**src/rtl/sdram_mm_master.sv**
```systemverilog
// Single-beat Avalon-MM host for the SDRAM controller bridge with a credit-guarded read-response FIFO.
// Optional read-return watchdog is built when SDRAM_MM_TIMEOUT_EN is defined.
module sdram_mm_master #(
    parameter int ADDR_W         = 27,
    parameter int DATA_W         = 32,
    parameter int RD_DEPTH       = 4,
    parameter int TIMEOUT_CYCLES = 1024
) (
    input  logic                clk_clk,
    input  logic                reset_reset_n,
    input  logic                req_valid,
    output logic                req_ready,
    input  logic                req_we,
    input  logic [ADDR_W-1:0]   req_addr,
    input  logic [DATA_W-1:0]   req_wdata,
    input  logic [DATA_W/8-1:0] req_be,
    output logic                resp_valid,
    input  logic                resp_ready,
    output logic [DATA_W-1:0]   resp_rdata,
    output logic [ADDR_W-1:0]   m_address,
    output logic                m_read,
    output logic                m_write,
    output logic [DATA_W-1:0]   m_writedata,
    output logic [DATA_W/8-1:0] m_byteenable,
    output logic                m_burstcount,
    output logic                m_debugaccess,
    input  logic                m_waitrequest,
    input  logic [DATA_W-1:0]   m_readdata,
    input  logic                m_readdatavalid,
    output logic                err_unexp,
    output logic                err_timeout
);
    localparam int BE_W = DATA_W / 8;
    localparam int PW   = $clog2(RD_DEPTH);
    localparam int CW   = PW + 1;

    if ((RD_DEPTH < 2) || ((RD_DEPTH & (RD_DEPTH - 1)) != 0)) begin : g_bad_depth
        $error("sdram_mm_master: RD_DEPTH must be a power of 2 >= 2");
    end
    if ((TIMEOUT_CYCLES < 1) || (TIMEOUT_CYCLES > 65535)) begin : g_bad_timeout
        $error("sdram_mm_master: TIMEOUT_CYCLES must fit the 16-bit watchdog");
    end

    typedef enum logic {S_IDLE, S_CMD} state_t;

    state_t            r_state;
    logic [ADDR_W-1:0] r_address;
    logic [DATA_W-1:0] r_writedata;
    logic [BE_W-1:0]   r_byteenable;
    logic              r_m_read;
    logic              r_m_write;
    logic [CW-1:0]     r_credits;
    logic [CW-1:0]     r_inflight;
    logic [CW-1:0]     r_fifo_cnt;
    logic [PW-1:0]     r_wptr;
    logic [PW-1:0]     r_rptr;
    logic [DATA_W-1:0] r_mem [RD_DEPTH];
    logic              r_err_unexp;

    logic w_accept, w_rd_accept, w_pop, w_rd_done, w_push;

    assign req_ready     = (r_state == S_IDLE) && (r_credits < CW'(RD_DEPTH));
    assign w_accept      = req_valid & req_ready;
    assign w_rd_accept   = w_accept & ~req_we;
    assign w_pop         = resp_valid & resp_ready;
    assign w_rd_done     = (r_state == S_CMD) & ~m_waitrequest & r_m_read;
    assign w_push        = m_readdatavalid & (r_inflight != '0);

    assign m_address     = r_address;
    assign m_read        = r_m_read;
    assign m_write       = r_m_write;
    assign m_writedata   = r_writedata;
    assign m_byteenable  = r_byteenable;
    assign m_burstcount  = 1'b1;
    assign m_debugaccess = 1'b0;
    assign resp_valid    = (r_fifo_cnt != '0);
    assign resp_rdata    = r_mem[r_rptr];
    assign err_unexp     = r_err_unexp;

    // Command FSM: bus signals stay frozen in CMD until the agent releases waitrequest.
    always_ff @(posedge clk_clk) begin
        if (!reset_reset_n) begin
            r_state      <= S_IDLE;
            r_address    <= '0;
            r_writedata  <= '0;
            r_byteenable <= '0;
            r_m_read     <= 1'b0;
            r_m_write    <= 1'b0;
        end else begin
            case (r_state)
                S_IDLE: if (w_accept) begin
                    r_address    <= req_addr;
                    r_writedata  <= req_wdata;
                    r_byteenable <= req_be;
                    r_m_read     <= ~req_we;
                    r_m_write    <= req_we;
                    r_state      <= S_CMD;
                end
                S_CMD: if (!m_waitrequest) begin
                    r_m_read  <= 1'b0;
                    r_m_write <= 1'b0;
                    r_state   <= S_IDLE;
                end
                default: r_state <= S_IDLE;
            endcase
        end
    end

    always_ff @(posedge clk_clk) begin
        if (!reset_reset_n) begin
            r_credits   <= '0;
            r_inflight  <= '0;
            r_fifo_cnt  <= '0;
            r_wptr      <= '0;
            r_rptr      <= '0;
            r_err_unexp <= 1'b0;
        end else begin
            case ({w_rd_accept, w_pop})
                2'b10:   r_credits <= r_credits + 1'b1;
                2'b01:   r_credits <= r_credits - 1'b1;
                default: ;
            endcase
            case ({w_rd_done, w_push})
                2'b10:   r_inflight <= r_inflight + 1'b1;
                2'b01:   r_inflight <= r_inflight - 1'b1;
                default: ;
            endcase
            case ({w_push, w_pop})
                2'b10:   r_fifo_cnt <= r_fifo_cnt + 1'b1;
                2'b01:   r_fifo_cnt <= r_fifo_cnt - 1'b1;
                default: ;
            endcase
            if (w_push) r_wptr <= r_wptr + 1'b1;
            if (w_pop)  r_rptr <= r_rptr + 1'b1;
            if (m_readdatavalid && (r_inflight == '0)) r_err_unexp <= 1'b1;
        end
    end

    always_ff @(posedge clk_clk) begin
        if (w_push) r_mem[r_wptr] <= m_readdata;
    end

`ifdef SDRAM_MM_TIMEOUT_EN
    logic [15:0] r_to_cnt;
    logic        r_err_timeout;

    // Watchdog only observes; outstanding reads stay outstanding after it fires.
    always_ff @(posedge clk_clk) begin
        if (!reset_reset_n) begin
            r_to_cnt      <= '0;
            r_err_timeout <= 1'b0;
        end else if (m_readdatavalid || (r_inflight == '0)) begin
            r_to_cnt <= '0;
        end else begin
            if (r_to_cnt != 16'hFFFF) r_to_cnt <= r_to_cnt + 16'd1;
            if ({16'd0, r_to_cnt} + 32'd1 >= 32'(TIMEOUT_CYCLES)) r_err_timeout <= 1'b1;
        end
    end

    assign err_timeout = r_err_timeout;
`else
    assign err_timeout = 1'b0;
`endif

endmodule

```
**config.mk**
```make
export PLATFORM = sky130hd
export DESIGN_NAME = sdram_mm_master
export DESIGN_NICKNAME = d
export VERILOG_FILES = /design/src/rtl/sdram_mm_master.sv
export SDC_FILE = /design/constraint.sdc
export NUM_CORES = 1
export LEC_CHECK = 0
export ABC_AREA = 0
export ABC_CLOCK_PERIOD_IN_PS = 3400
export BUFFER_PORTS_ARGS = -buffer_cell sky130_fd_sc_hd__buf_4
export CAP_MARGIN = 20
export CORE_ASPECT_RATIO = 1.25
export CORE_MARGIN = 2
export CORE_UTILIZATION = 57
export CTS_CLUSTER_SIZE = 28
export DETAILED_ROUTE_END_ITERATION = 16
export MAX_ROUTING_LAYER = met4
export PLACE_DENSITY = 0.85
export SLEW_MARGIN = 20
export SYNTH_ARGS = -nofsm -noshare
export SYNTH_HDL_FRONTEND = slang
export SYNTH_SLANG_ARGS = --single-unit
```
**constraint.sdc**
```tcl
create_clock -name clk_clk -period 3.4 [get_ports clk_clk]
set_clock_uncertainty 0.1 [all_clocks]
set_input_delay 0.68 -clock clk_clk [delete_from_list [all_inputs] [get_ports clk_clk]]
set_output_delay 0.68 -clock clk_clk [all_outputs]
set_load 0.05 [all_outputs]
```
==> run metrics <==
status=completed; Gate power share=11.3%; Post-CTS Setup Bufs=0; cell with the most instances after synthesis=nand2_1; Clk pwr share=38.0%; Hold WC Path Type=in2reg; Cell Count, Final, Fillers Out=935; first-pass GRT wire length=24,800 µm; final worst-path setup slack=0.494 ns; HP Start=m_readdata[22]; sequential share of power=50.7%; Hold Fails Final Rpt=0; Post-layout nets=858; GRT Util Overall=21.9%; clock slew at reported path FFs=0.06 ns; Hold Buf Count CTS=0; IO Port Bufs=201; Inst Count DP=899; setup_tns=0 ns; pins over their slew limit=0; Layout area overhead=27.8%; # setup viols final=0; synthesized instance count=550; post-route ant nets=0; final worst path period share=85.5%; Slew Limit Headroom=42.3%; TritonCTS Sinks=210; RSZ-0062 raised after global routing=no; distinct cell type count after synthesis=33; final wirelength=15,800 µm; CORE AREA=13,800 µm²; ys flop type=edfxtp_1; H-tree depth=1; switch share=23.5%; diode count=0; Syn. warnings=0; Max Cap Viol=0; post-layout util=74.0%; EDFF count, synth=128; WS Path Type=reg2out; # rows=48; Resize count post-CTS=0; #FFs+latches synth=210; DR vias=4,899; r2r startpoint=r_inflight[0]; via/cell ratio=5.24; vias in the first global route=5,195; Die Y=136 µm; DRC errors left=0; cell area after synthesis=7960 µm²; pwr/cell area=541 nW/µm²; minimum clock period=2.91 ns; worst vdd ir=0.466 mV; largest net degree at the start of global routing=83; Slew @ Worst Pin=0.865 ns; top cells by count, synth=nand2_1, edfxtp_1, dfxtp_1; Root Buffer=clkbuf_16; Psw=0.00130 W; layout cell share with drive strength beyond 1=36.3%; GPL Wtd Cong=0.748; R2R Path End=r_fifo_cnt[2]; initial detailed-routing violation count=230; Hold Path Stages=1; startpoint type of the worst setup path=flop; aggregate global routing overflow=0; reg2reg setup slack=1.12 ns; DRT Pass-1 Iters=6; initial antenna violation count=0; Leakage=3.86 nW; hold path endpoint=r_mem[0][22]; Mapped Avg Cell Area=14.5 µm²; CTS Buf Count=20; TritonCTS clock tree=yes; die area=14,900 µm²; post-synth top area cell=edfxtp_1; CP Data Required Time=2.62 ns; Critical Path Sink Type=output pin; Worst R2R Path Depth=7; total power=0.00550 W; CP Max Fanout=32; Place WS=0.879 ns; sequential cell area fraction in the yosys report=68.9%; Async SR Flop Fraction=0%; CP arrival=2.13 ns; Ports=205; Avg WL per Cell=16.9 µm; main area contributors after synthesis=edfxtp_1, dfxtp_1, mux4_2, nand2_1, a21boi_1; CTS max path bufs=3; Initial Utilization=57.9%; Int Power=0.00421 W; top cell type's share of synthesized area=48.3%; achievable frequency=0.344 GHz; clock latency on the worst-skew pair=0.48 ns; dpl hpwl=10,600 µm; Die W=110 µm
## worst max-delay path by stage
| stage | start | to | slack (ns) | depth (start not counted) |
|---|---|---|---|---|
| after CTS | flop | resp_rdata[2] | 0.44 | 3 |
| after global routing | flop | resp_rdata[2] | 0.35 | 3 |
| after detailed placement | m_readdatavalid | r_inflight[2] | 0.88 | 9 |
| after floorplan | req_valid | r_credits[2] | 1.15 | 8 |
| final | flop | resp_rdata[2] | 0.49 | 3 |
| after global placement | flop | resp_rdata[8] | 0.96 | 3 |
## cell families after synthesis
kind of cell             after synthesis  share of synthesized area (%)
other                                  2                         0.0944
buffers and inverters                 45                           3.10
XOR/XNOR                               8                          0.881
adder cells (fa/ha/maj)               10                           1.86
AND/OR/NAND/NOR                      163                           8.62
multiplexers                          32                           9.06
AO/OA/AOI/OAI                         80                           7.47
flip-flops                           210                           68.9
## worst max-delay path: stages (launching register included)
cell	delay (ns)
dfxtp_2	0.31
buf_4	0.51
mux4_2	0.60
buf_4	0.21
## cell usage in the layout (no fill, tap or decap), types with 2 or more instances in the layout
cell type,instances
o21ai_0,6
and2_2,4
clkinv_1,3
inv_1,12
nand2_1,134
ha_1,7
clkinv_2,4
edfxtp_1,128
conb_1,3
a21boi_1,53
mux4_2,32
fa_1,3
a21boi_0,16
clkbuf_8,2
and2_1,7
dfxtp_1,81
nand2b_1,2
clkbuf_16,22
xor2_1,3
nor2b_1,3
nand3_1,4
clkbuf_1,4
or3_1,4
buf_4,206
xnor2_1,5
## layer usage
| metal | vias up | wire (µm) | part of all wire [%] | GRT usage (%) |
|---|---|---|---|---|
| li1 | 2341 | - | - | - |
| met1 | 2347 | 5970 | 38 | 25.1 |
| met2 | 188 | 8450 | 54 | 38.7 |
| met3 | 23 | 1090 | 6.9 | 4.70 |
| met4 | 0 | 277 | 1.8 | 5.70 |
| met5 | - | 0 | 0 | - |
## sequential cells by signal (all words and copies together), names as in the netlist, named ones only
name / cells
r_state: 1
m_address: 27
r_fifo_cnt: 3
r_inflight: 3
m_byteenable: 4
r_mem: 128
err_unexp: 1
r_credits: 3
m_read: 1
m_write: 1
r_wptr: 2
r_rptr: 2
m_writedata: 32
## power by group through the flow
stage	Clock [W]	Combinational (W)	Sequential (W)
4_1_cts	0.00213	0.000628	0.00279
6_report	0.00209	0.000623	0.00279
5_1_grt	0.00224	0.000665	0.00280
3_5_place_dp	0	0.000626	0.00285
3_3_place_gp	0	0.000606	0.00284
2_1_floorplan	0	0.000233	0.00301
## final cells by class
cell class | count | area, µm²
multi-input cells | 296 | 2240
clock inverters | 8 | 40.0
well taps | 175 | 219
clock buffers | 28 | 593
repair buffers | 206 | 1550
inverters | 12 | 45.0
fillers | 867 | 3580
flip-flops and latches | 210 | 5490
## through the flow
step	area [µm²]	hold slack, ns
global placement	9540	0.341
detailed placement	9540	0.347
CTS	10200	0.281
floorplan	7960	0.362
finish	10200	0.301
global route	10200	0.279
Note: power is estimated with default switching activity, not from simulation.
